<file path="config.mk">
export PLATFORM = sky130hd
export DESIGN_NAME = readout_sequencer_flat
export DESIGN_NICKNAME = d
export VERILOG_FILES = /design/src/rtl/readout_sequencer_if.sv /design/src/rtl/readout_sequencer.sv /design/src/flat_wrapper.sv
export SDC_FILE = /design/constraint.sdc
export NUM_CORES = 1
export LEC_CHECK = 0
export BUFFER_PORTS_ARGS = -buffer_cell sky130_fd_sc_hd__buf_2
export CORE_MARGIN = 2
export CORE_UTILIZATION = 33
export CTS_BUF_LIST = sky130_fd_sc_hd__clkbuf_4 sky130_fd_sc_hd__clkbuf_8
export DETAILED_ROUTE_END_ITERATION = 12
export PLACE_DENSITY = 0.55
export SLEW_MARGIN = 15
export SYNTH_ARGS = -nofsm -noshare
export SYNTH_HDL_FRONTEND = slang
export SYNTH_SLANG_ARGS = --single-unit
export TNS_END_PERCENT = 100
</file>
<file path="constraint.sdc">
create_clock -name clk -period 2.2 [get_ports clk]
set_clock_uncertainty 0.2 [all_clocks]
set_input_delay 0.22 -clock clk [delete_from_list [all_inputs] [get_ports clk]]
set_output_delay 0.22 -clock clk [all_outputs]
set_load 0.02 [all_outputs]
</file>
<file path="src/rtl/readout_sequencer_if.sv">
// Bundle of the core, memory read-port and UART transmit-port signals seen by readout_sequencer.
// The slave modport is the sequencer's view; master is the surrounding system's view.
interface readout_sequencer_if #(
  parameter int unsigned MDW = 32,
  parameter int unsigned CW  = 16
);
  logic           start;
  logic [CW-1:0]  count;
  logic           abort;
  logic           mem_rd;
  logic           mem_valid;
  logic [MDW-1:0] mem_data;
  logic           tx_send;
  logic [MDW-1:0] tx_data;
  logic           tx_busy;
  logic           busy;
  logic           done;
  logic           err;

  modport master (
    output start, count, abort, mem_valid, mem_data, tx_busy,
    input  mem_rd, tx_send, tx_data, busy, done, err
  );

  modport slave (
    input  start, count, abort, mem_valid, mem_data, tx_busy,
    output mem_rd, tx_send, tx_data, busy, done, err
  );
endinterface

</file>
<file path="src/rtl/readout_sequencer.sv">
// Reads a programmed number of samples from memory and hands each one to the UART,
// with abort, read timeout and a sticky timeout error flag.
module readout_sequencer #(
  parameter int unsigned MDW = 32,
  parameter int unsigned CW  = 16,
  parameter int unsigned TMO = 255
) (
  input logic                clk,
  input logic                rst,
  readout_sequencer_if.slave bus_io
);
  localparam int unsigned   TW     = $clog2(TMO + 1);
  localparam logic [TW-1:0] TmoMax = TW'(TMO);

  typedef enum logic [2:0] {
    StIdle,
    StRead,
    StWait,
    StSend,
    StSettle,
    StFin
  } state_e;

  state_e         state_q;
  logic [CW-1:0]  remaining_q;
  logic [TW-1:0]  tmo_cnt_q;
  logic [TW-1:0]  tmo_cnt_inc;
  logic [MDW-1:0] tx_data_q;
  logic           mem_rd_q;
  logic           tx_send_q;
  logic           busy_q;
  logic           done_q;
  logic           err_q;

  assign tmo_cnt_inc = (tmo_cnt_q == TmoMax) ? tmo_cnt_q : tmo_cnt_q + TW'(1);

  always_ff @(posedge clk or posedge rst) begin
    if (rst) begin
      state_q     <= StIdle;
      remaining_q <= '0;
      tmo_cnt_q   <= '0;
      tx_data_q   <= '0;
      mem_rd_q    <= 1'b0;
      tx_send_q   <= 1'b0;
      busy_q      <= 1'b0;
      done_q      <= 1'b0;
      err_q       <= 1'b0;
    end else begin
      mem_rd_q  <= 1'b0;
      tx_send_q <= 1'b0;
      done_q    <= 1'b0;
      if (bus_io.abort) begin
        state_q <= StIdle;
        busy_q  <= 1'b0;
      end else begin
        unique case (state_q)
          StIdle: begin
            if (bus_io.start) begin
              remaining_q <= bus_io.count;
              err_q       <= 1'b0;
              busy_q      <= 1'b1;
              if (bus_io.count == '0) begin
                state_q <= StFin;
                done_q  <= 1'b1;
              end else begin
                state_q  <= StRead;
                mem_rd_q <= 1'b1;
              end
            end
          end
          StRead: begin
            tmo_cnt_q <= '0;
            state_q   <= StWait;
          end
          StWait: begin
            if (bus_io.mem_valid) begin
              tx_data_q <= bus_io.mem_data;
              state_q   <= StSend;
              // Strobe in the first SEND cycle if the UART is already free.
              tx_send_q <= ~bus_io.tx_busy;
            end else begin
              tmo_cnt_q <= tmo_cnt_inc;
              if (tmo_cnt_inc == TmoMax) begin
                err_q   <= 1'b1;
                done_q  <= 1'b1;
                state_q <= StFin;
              end
            end
          end
          StSend: begin
            // A SEND cycle with tx_send_q high is the strobe cycle; otherwise keep polling.
            if (tx_send_q) begin
              if (remaining_q != '0) begin
                remaining_q <= remaining_q - CW'(1);
              end
              state_q <= StSettle;
            end else begin
              tx_send_q <= ~bus_io.tx_busy;
            end
          end
          StSettle: begin
            if (remaining_q == '0) begin
              state_q <= StFin;
              done_q  <= 1'b1;
            end else begin
              state_q  <= StRead;
              mem_rd_q <= 1'b1;
            end
          end
          StFin: begin
            state_q <= StIdle;
            busy_q  <= 1'b0;
          end
          default: begin
            state_q <= StIdle;
            busy_q  <= 1'b0;
          end
        endcase
      end
    end
  end

  assign bus_io.mem_rd  = mem_rd_q;
  assign bus_io.tx_send = tx_send_q;
  assign bus_io.tx_data = tx_data_q;
  assign bus_io.busy    = busy_q;
  assign bus_io.done    = done_q;
  assign bus_io.err     = err_q;
endmodule

</file>
<file path="src/flat_wrapper.sv">
// flat-port wrapper written by rule: the top's interface ports become plain ports
module readout_sequencer_flat 
#(
  parameter int unsigned MDW = 32,
  parameter int unsigned CW  = 16,
  parameter int unsigned TMO = 255
)
  (clk, rst, bus_io_start, bus_io_count, bus_io_abort, bus_io_mem_valid, bus_io_mem_data, bus_io_tx_busy, bus_io_mem_rd, bus_io_tx_send, bus_io_tx_data, bus_io_busy, bus_io_done, bus_io_err);
  readout_sequencer_if #(.MDW(MDW), .CW(CW)) bus_io_i ();
  input logic clk;
  input logic rst;
  input wire logic [$bits(bus_io_i.start)-1:0] bus_io_start;
  input wire logic [$bits(bus_io_i.count)-1:0] bus_io_count;
  input wire logic [$bits(bus_io_i.abort)-1:0] bus_io_abort;
  input wire logic [$bits(bus_io_i.mem_valid)-1:0] bus_io_mem_valid;
  input wire logic [$bits(bus_io_i.mem_data)-1:0] bus_io_mem_data;
  input wire logic [$bits(bus_io_i.tx_busy)-1:0] bus_io_tx_busy;
  output wire logic [$bits(bus_io_i.mem_rd)-1:0] bus_io_mem_rd;
  output wire logic [$bits(bus_io_i.tx_send)-1:0] bus_io_tx_send;
  output wire logic [$bits(bus_io_i.tx_data)-1:0] bus_io_tx_data;
  output wire logic [$bits(bus_io_i.busy)-1:0] bus_io_busy;
  output wire logic [$bits(bus_io_i.done)-1:0] bus_io_done;
  output wire logic [$bits(bus_io_i.err)-1:0] bus_io_err;
  assign bus_io_i.start = bus_io_start;
  assign bus_io_i.count = bus_io_count;
  assign bus_io_i.abort = bus_io_abort;
  assign bus_io_i.mem_valid = bus_io_mem_valid;
  assign bus_io_i.mem_data = bus_io_mem_data;
  assign bus_io_i.tx_busy = bus_io_tx_busy;
  assign bus_io_mem_rd = bus_io_i.mem_rd;
  assign bus_io_tx_send = bus_io_i.tx_send;
  assign bus_io_tx_data = bus_io_i.tx_data;
  assign bus_io_busy = bus_io_i.busy;
  assign bus_io_done = bus_io_i.done;
  assign bus_io_err = bus_io_i.err;
  readout_sequencer #(.MDW(MDW), .CW(CW), .TMO(TMO)) u_core (.clk(clk), .rst(rst), .bus_io(bus_io_i));
endmodule
</file>
=== After elaboration in Yosys (flattened, before gate mapping) ===
Index checks and enable logic that the tools add are counted.

* $add $sub $neg: 2
* Equality and inequality tests: 15
* Reductions and logical operators: 14
* Multiplexer cells: 38
* Bitwise gates (word level): 2

{| class="wikitable"
|+ Operators by type and width
! kind !! count
|-
| 2-to-1 mux 16 bit || 3
|-
| zero test 16 bit || 2
|-
| case mux 16 bit (2 select lines) || 1
|-
| 2-to-1 mux 3 bit || 7
|-
| 2-to-1 mux 1 bit || 18
|-
| == test 8 bit (second input constant) || 2
|-
| 2-to-1 mux 8 bit || 2
|-
| case mux 8 bit (2 select lines) || 1
|-
| nonzero test 16 bit || 1
|-
| subtractor 16 x 1 -> 16 bit (second input constant) || 1
|-
| case mux 3 bit (5 select lines) || 1
|-
| AND reduction 5 bit || 2
|-
| AND reduction 3 bit || 3
|-
| adder 8 x 1 -> 8 bit (second input constant) || 1
|-
| != test 2 x 1 -> 1 bit (second input constant) || 4
|-
| case mux 1 bit (2 select lines) || 4
|-
| == test 3 x 2 -> 1 bit (second input constant) || 2
|-
| nonzero test 2 bit || 3
|-
| != test 2 bit (second input constant) || 2
|-
| != test 4 x 3 -> 1 bit (second input constant) || 1
|-
| OR reduction 4 bit || 1
|-
| == test 3 x 1 -> 1 bit (second input constant) || 1
|-
| == test 3 bit (second input constant) || 1
|-
| zero test 3 bit || 1
|-
| other kinds (5) || 6
|}

* Register bits: 64
* Output and inout bits: 37
* Word-level logic and storage cells: 80
* Input bits: 54

=== Depth between registers and ports, before layout ===
* Word-level depth: 7
* Mapped depth: 8
* Gate-level depth less buffers: 6

=== Worst setup path before layout ===
Ideal clock, no wire load.

* Kind: register to register
* Start point: reg u_core.remaining_q[7]
* End point: reg u_core.state_q[2]
* Setup slack: -0.106 ns
* Path buffers: 1
* Stages on the path, launching flop included: 7
* Data arrival time: 2.040 ns
* Setup time: 0.066 ns
* Required time: 1.934 ns
* Period minus slack after synthesis: 2.306 ns
* Cell sequence: dfrtp_1 -> or3_4 -> or4_1 -> buf_2 -> nor4_4 -> a32oi_1 -> o21ba_1

* Word-level cells in the longest chain between the ends: 4

{| class="wikitable"
|+ Ends and longest elaborated chain
! what !! RTL line !! RTL
|-
| start: declaration || readout_sequencer.sv:25 || <nowiki>logic [CW-1:0] remaining_q;</nowiki>
|-
| start signal: assignment || readout_sequencer.sv:59 || <nowiki>remaining_q <= bus_io.count;</nowiki>
|-
| start signal: assignment || readout_sequencer.sv:94 || <nowiki>remaining_q <= remaining_q - CW'(1);</nowiki>
|-
| zero test 16 bit || readout_sequencer.sv:102 || <nowiki>if (remaining_q == '0) begin</nowiki>
|-
| 2-to-1 mux 3 bit || readout_sequencer.sv:102 ||
|-
| case mux 3 bit (5 select lines) || readout_sequencer.sv:56 || <nowiki>unique case (state_q)</nowiki>
|-
| 2-to-1 mux 3 bit || readout_sequencer.sv:52 || <nowiki>if (bus_io.abort) begin</nowiki>
|-
| end signal: assignment || readout_sequencer.sv:53 || <nowiki>state_q <= StIdle;</nowiki>
|-
| end signal: assignment || readout_sequencer.sv:103 || <nowiki>state_q <= StFin;</nowiki>
|-
| end signal: assignment || readout_sequencer.sv:106 || <nowiki>state_q <= StRead;</nowiki>
|-
| end: declaration || readout_sequencer.sv:24 || <nowiki>state_e state_q;</nowiki>
|}

Every way passes these cells.
A chain may end at the register's enable or synchronous reset.

=== Worst setup path after layout ===
* Start point: reg u_core.remaining_q[8]
* End point: reg u_core.remaining_q[1]

* Word-level cells in the longest chain between the ends: 3

{| class="wikitable"
|+ Ends and longest elaborated chain
! what !! RTL line !! RTL
|-
| nonzero test 16 bit || readout_sequencer.sv:93 || <nowiki>if (remaining_q != '0) begin</nowiki>
|-
| != test 2 x 1 -> 1 bit (no line) || - ||
|-
| AND reduction 5 bit (no line) || - ||
|}

Every way passes these cells.

==> qor.yml <==
run_status:
  status: "finished with violations"
  violations: "setup timing"
cells_and_area:
  area_growth_pct: 51.2
  final_nets: 548
  fin_area_sq_um: 5010
  num_antenna_cells: 0
  mostFrequentLayoutCell: "buf_2"
  mostFrequentLayoutCells: "buf_2 (90), dfrtp_1 (64), dlygate4sd3_1 (40), buf_4 (35), mux2_2 (32)"
  nFillCells: 890
  finalCoreUtilization_pct: 51.2
  final_cells: 629
  drive_above_1_share_pct: 42.7
synthesis:
  syn_area_per_cell_sq_um: 10.1
  ys_ff_latch: 64
  synthXorXnorAreaFrac_pct: 0.264
  syn_area_sq_um: 3310
  netlist_instances: 329
  yosys.area_share.adder_pct: 1.13
  async_flop_share_pct: 100
  synthMuxAreaShare_pct: 10.9
  synth_compound_area_share_pct: 18.4
  synth_top_family_by_area: "compound AO/OA/AOI/OAI gates"
  syn-num-nets: 386
  synth_ff_type: "dfrtp_1"
  yosysWarnings: 0
  seq_area_frac_synth_pct: 48.4
  synth_edf_count: 0
  yosys.area_share.simple_pct: 17.7
  ys_types: 52
worst_hold_path:
  worstHoldStart: "bus_io_count[6]"
  hold_path_class: "in -> reg"
  hold_depth: 3
  worst_hold_path.endpoint: "u_core.remaining_q[6]$_DFFE_PP0P_"
detailed_routing:
  dr.pass1.iters: 5
  drt_wl_total_um: 9500
  drc: 0
  via_per_inst: 5.20
  wl_per_cell_um: 15.1
  drtIter0Drc: 210
  via_count: 3269
  drtAntennaViolNets: 0
place:
  finalWeightedCongestion: 0.849
  port_buffers: 90
  place_area_sq_um: 4180
  hpwlAfterDp_um: 6610
  place_inst: 572
sta:
  max_slew_margin_pct: 69.9
  max_freq_ghz: 0.443
  setup_ws_ns: -0.0557
  worstMarginPinSlew_ns: 0.452
  timing.hold.ws_ns: 0.0167
  period_share_pct: 103
  drv_slew: 0
  setup_violations: 10
  fin_crit_ns: 2.26
  hold_viol_final: 0
  grt_setup_unrepaired: "true"
floorplan:
  rows: 36
  io_pins: 91
  start_util_pct: 33.9
  die-height_um: 104
  core_sq_um: 9770
  die-area_sq_um: 10900
  dieWidth_um: 104
power:
  total_power_mw: 4.38
  leakagePower_nw: 2.20
  vdd_drop_max_uv: 392
  powerDensity_nw_per_um2: 874
critical_path:
  crit_buf_inv: 2
  cpMostUsedCell: "buf_6"
  crit_chain: "or3_4, or4_4, buf_6, o21ai_4, buf_6, o22ai_2, a22oi_1"
  max_stage_delay_ns: 0.49
  worstRegToRegCells: 7
  worstSetupStartpointType: "register"
  critical_path_class: "reg -> reg"
  end_kind: "register"
  arrival_ns: 2.32
  slowest_stage: "or4_4"
  cp_top_family: "simple AND/OR/NAND/NOR gates"
  reg2reg_to: "u_core.remaining_q[1]$_DFFE_PP0P_"
  ff2ff_setup_slack_ns: -0.06
  critPathRequiredTime_ns: 2.26
  crit_fanout: 5
  startpoint: "u_core.remaining_q[8]$_DFFE_PP0P_"
  reg2reg_from: "u_core.remaining_q[8]$_DFFE_PP0P_"
global_routing:
  grt_util_met3_pct: 4.07
  busiest_layer: "met2"
  use_met1_pct: 22.5
  met2_usage_pct: 29.1
  grtUsageTotal_pct: 17.8
  grt.overflow.total: 0
  grt_max_degree: 46
  grt_pass1_vias: 3156
  antenna_found_initial: 0
  grt_pass1_wl_um: 15500
flow_run:
  maxCapViolations: 0
clock_network:
  numCtsBuffers: 9
  cts_num_sinks: 64
  cts-htree-levels: 3
  clk_pin_slew_worst_paths_ns: 0.08
  clk_latency_ns: 0.35
  cts_tree: "done"
  clockRootBuffer: "clkbuf_8"
  cts_buffer_depth: 2
==> tightest hold or removal path, cell delays in order <==
cell,delay [ns]
buf_2,0.11
o22ai_4,0.08
a2bb2oi_2,0.12
==> logic make-up after synthesis <==
group / count (synthesis)
xor+xnor: 1
mux: 32
buf+inv: 29
flops: 64
simple gates: 108
fa+ha+maj: 3
compound gates: 92
==> synth_stat cells, types with 2 or more instances <==
master / count / area share, %
dfrtp_1: 64 / 48
mux2_2: 32 / 11
nand2_1: 28 / 3.2
a21oi_1: 26 / 3.9
clkbuf_1: 16 / 1.8
nor3_1: 13 / 2.0
o21ai_0: 12 / 1.8
nor2_1: 11 / 1.2
nor4_1: 11 / 2.1
o22ai_1: 11 / 2.1
inv_1: 9 / 1.0
nand3_1: 9 / 1.4
and3_1: 7 / 1.3
nand4_1: 6 / 1.1
a2bb2oi_1: 5 / 1.3
o211ai_1: 4 / 0.91
o311ai_0: 4 / 1.1
or2_2: 4 / 0.76
a22oi_1: 3 / 0.68
buf_1: 3 / 0.34
ha_1: 3 / 1.1
nand2b_1: 3 / 0.57
nand3b_1: 3 / 0.68
nor3b_1: 3 / 0.68
o21ai_1: 3 / 0.45
o41ai_1: 3 / 0.79
or3_1: 3 / 0.57
a31oi_1: 2 / 0.38
a32oi_1: 2 / 0.53
a41oi_1: 2 / 0.53
and2_0: 2 / 0.38
o21a_1: 2 / 0.45
==> registers in the layout, indices dropped and copies added (netlist names) <==
register,count
u_core.bus_io.tx_data,32
u_core.bus_io.done,1
u_core.bus_io.busy,1
u_core.tmo_cnt_q,8
u_core.state_q,3
u_core.bus_io.err,1
u_core.remaining_q,16
u_core.bus_io.mem_rd,1
u_core.bus_io.tx_send,1
==> area by class of cell <==
| type | instances | area, sq um | area share, % |
|---|---|---|---|
| clock inverters | 6 | 66.3 | 1.32 |
| inverters | 9 | 33.8 | 0.675 |
| flip-flops and latches | 64 | 1600 | 32.0 |
| clock buffers | 10 | 138 | 2.75 |
| multi-input cells | 236 | 1800 | 36.0 |
| repair buffers | 171 | 1200 | 23.9 |
| well taps | 133 | 166 | 3.32 |
==> per-layer routing <==
layer | up-vias | wire, um
met4 | 0 | 248
li1 | 1568 | -
met2 | 108 | 4690
met3 | 23 | 436
met5 | - | 0
met1 | 1570 | 4130
==> worst max path at each step <==
| stage | endpoint | slack, ns | depth (start not counted) |
|---|---|---|---|
| after floorplan | u_core.state_q[2]$_DFFE_PP0P_ | -0.06 | 6 |
| after global placement | u_core.remaining_q[4]$_DFFE_PP0P_ | -0.10 | 6 |
| after detailed placement | u_core.remaining_q[4]$_DFFE_PP0P_ | -0.20 | 6 |
| after CTS | u_core.state_q[2]$_DFFE_PP0P_ | -0.06 | 6 |
| after global routing | u_core.remaining_q[0]$_DFFE_PP0P_ | -0.13 | 7 |
| final | u_core.remaining_q[1]$_DFFE_PP0P_ | -0.06 | 7 |
==> stage by stage <==
step / setup TNS, ns / setup slack, ns
global placement: -1.06 / -0.104
detailed placement: -2.42 / -0.203
finish: -0.311 / -0.0557
CTS: -0.193 / -0.0582
global route: -1.11 / -0.131
floorplan: -0.122 / -0.0621
==> timing repair <==
item                       4_1_cts  5_1_grt
setup buffers                    0        1
hold endpoints to repair        57        1
pin swaps                       11       12
gates resized for setup         13       28
hold buffers                    39        1
setup endpoints to repair       17       20
==> power breakdown <==
group	switching [mW]	total (mW)	internal [mW]
combinational	0.867	1.61	0.739
clock	0.498	1.05	0.556
sequential	0.197	1.72	1.52
total	1.56	4.38	2.81
Power figures use the tool's default switching activity.
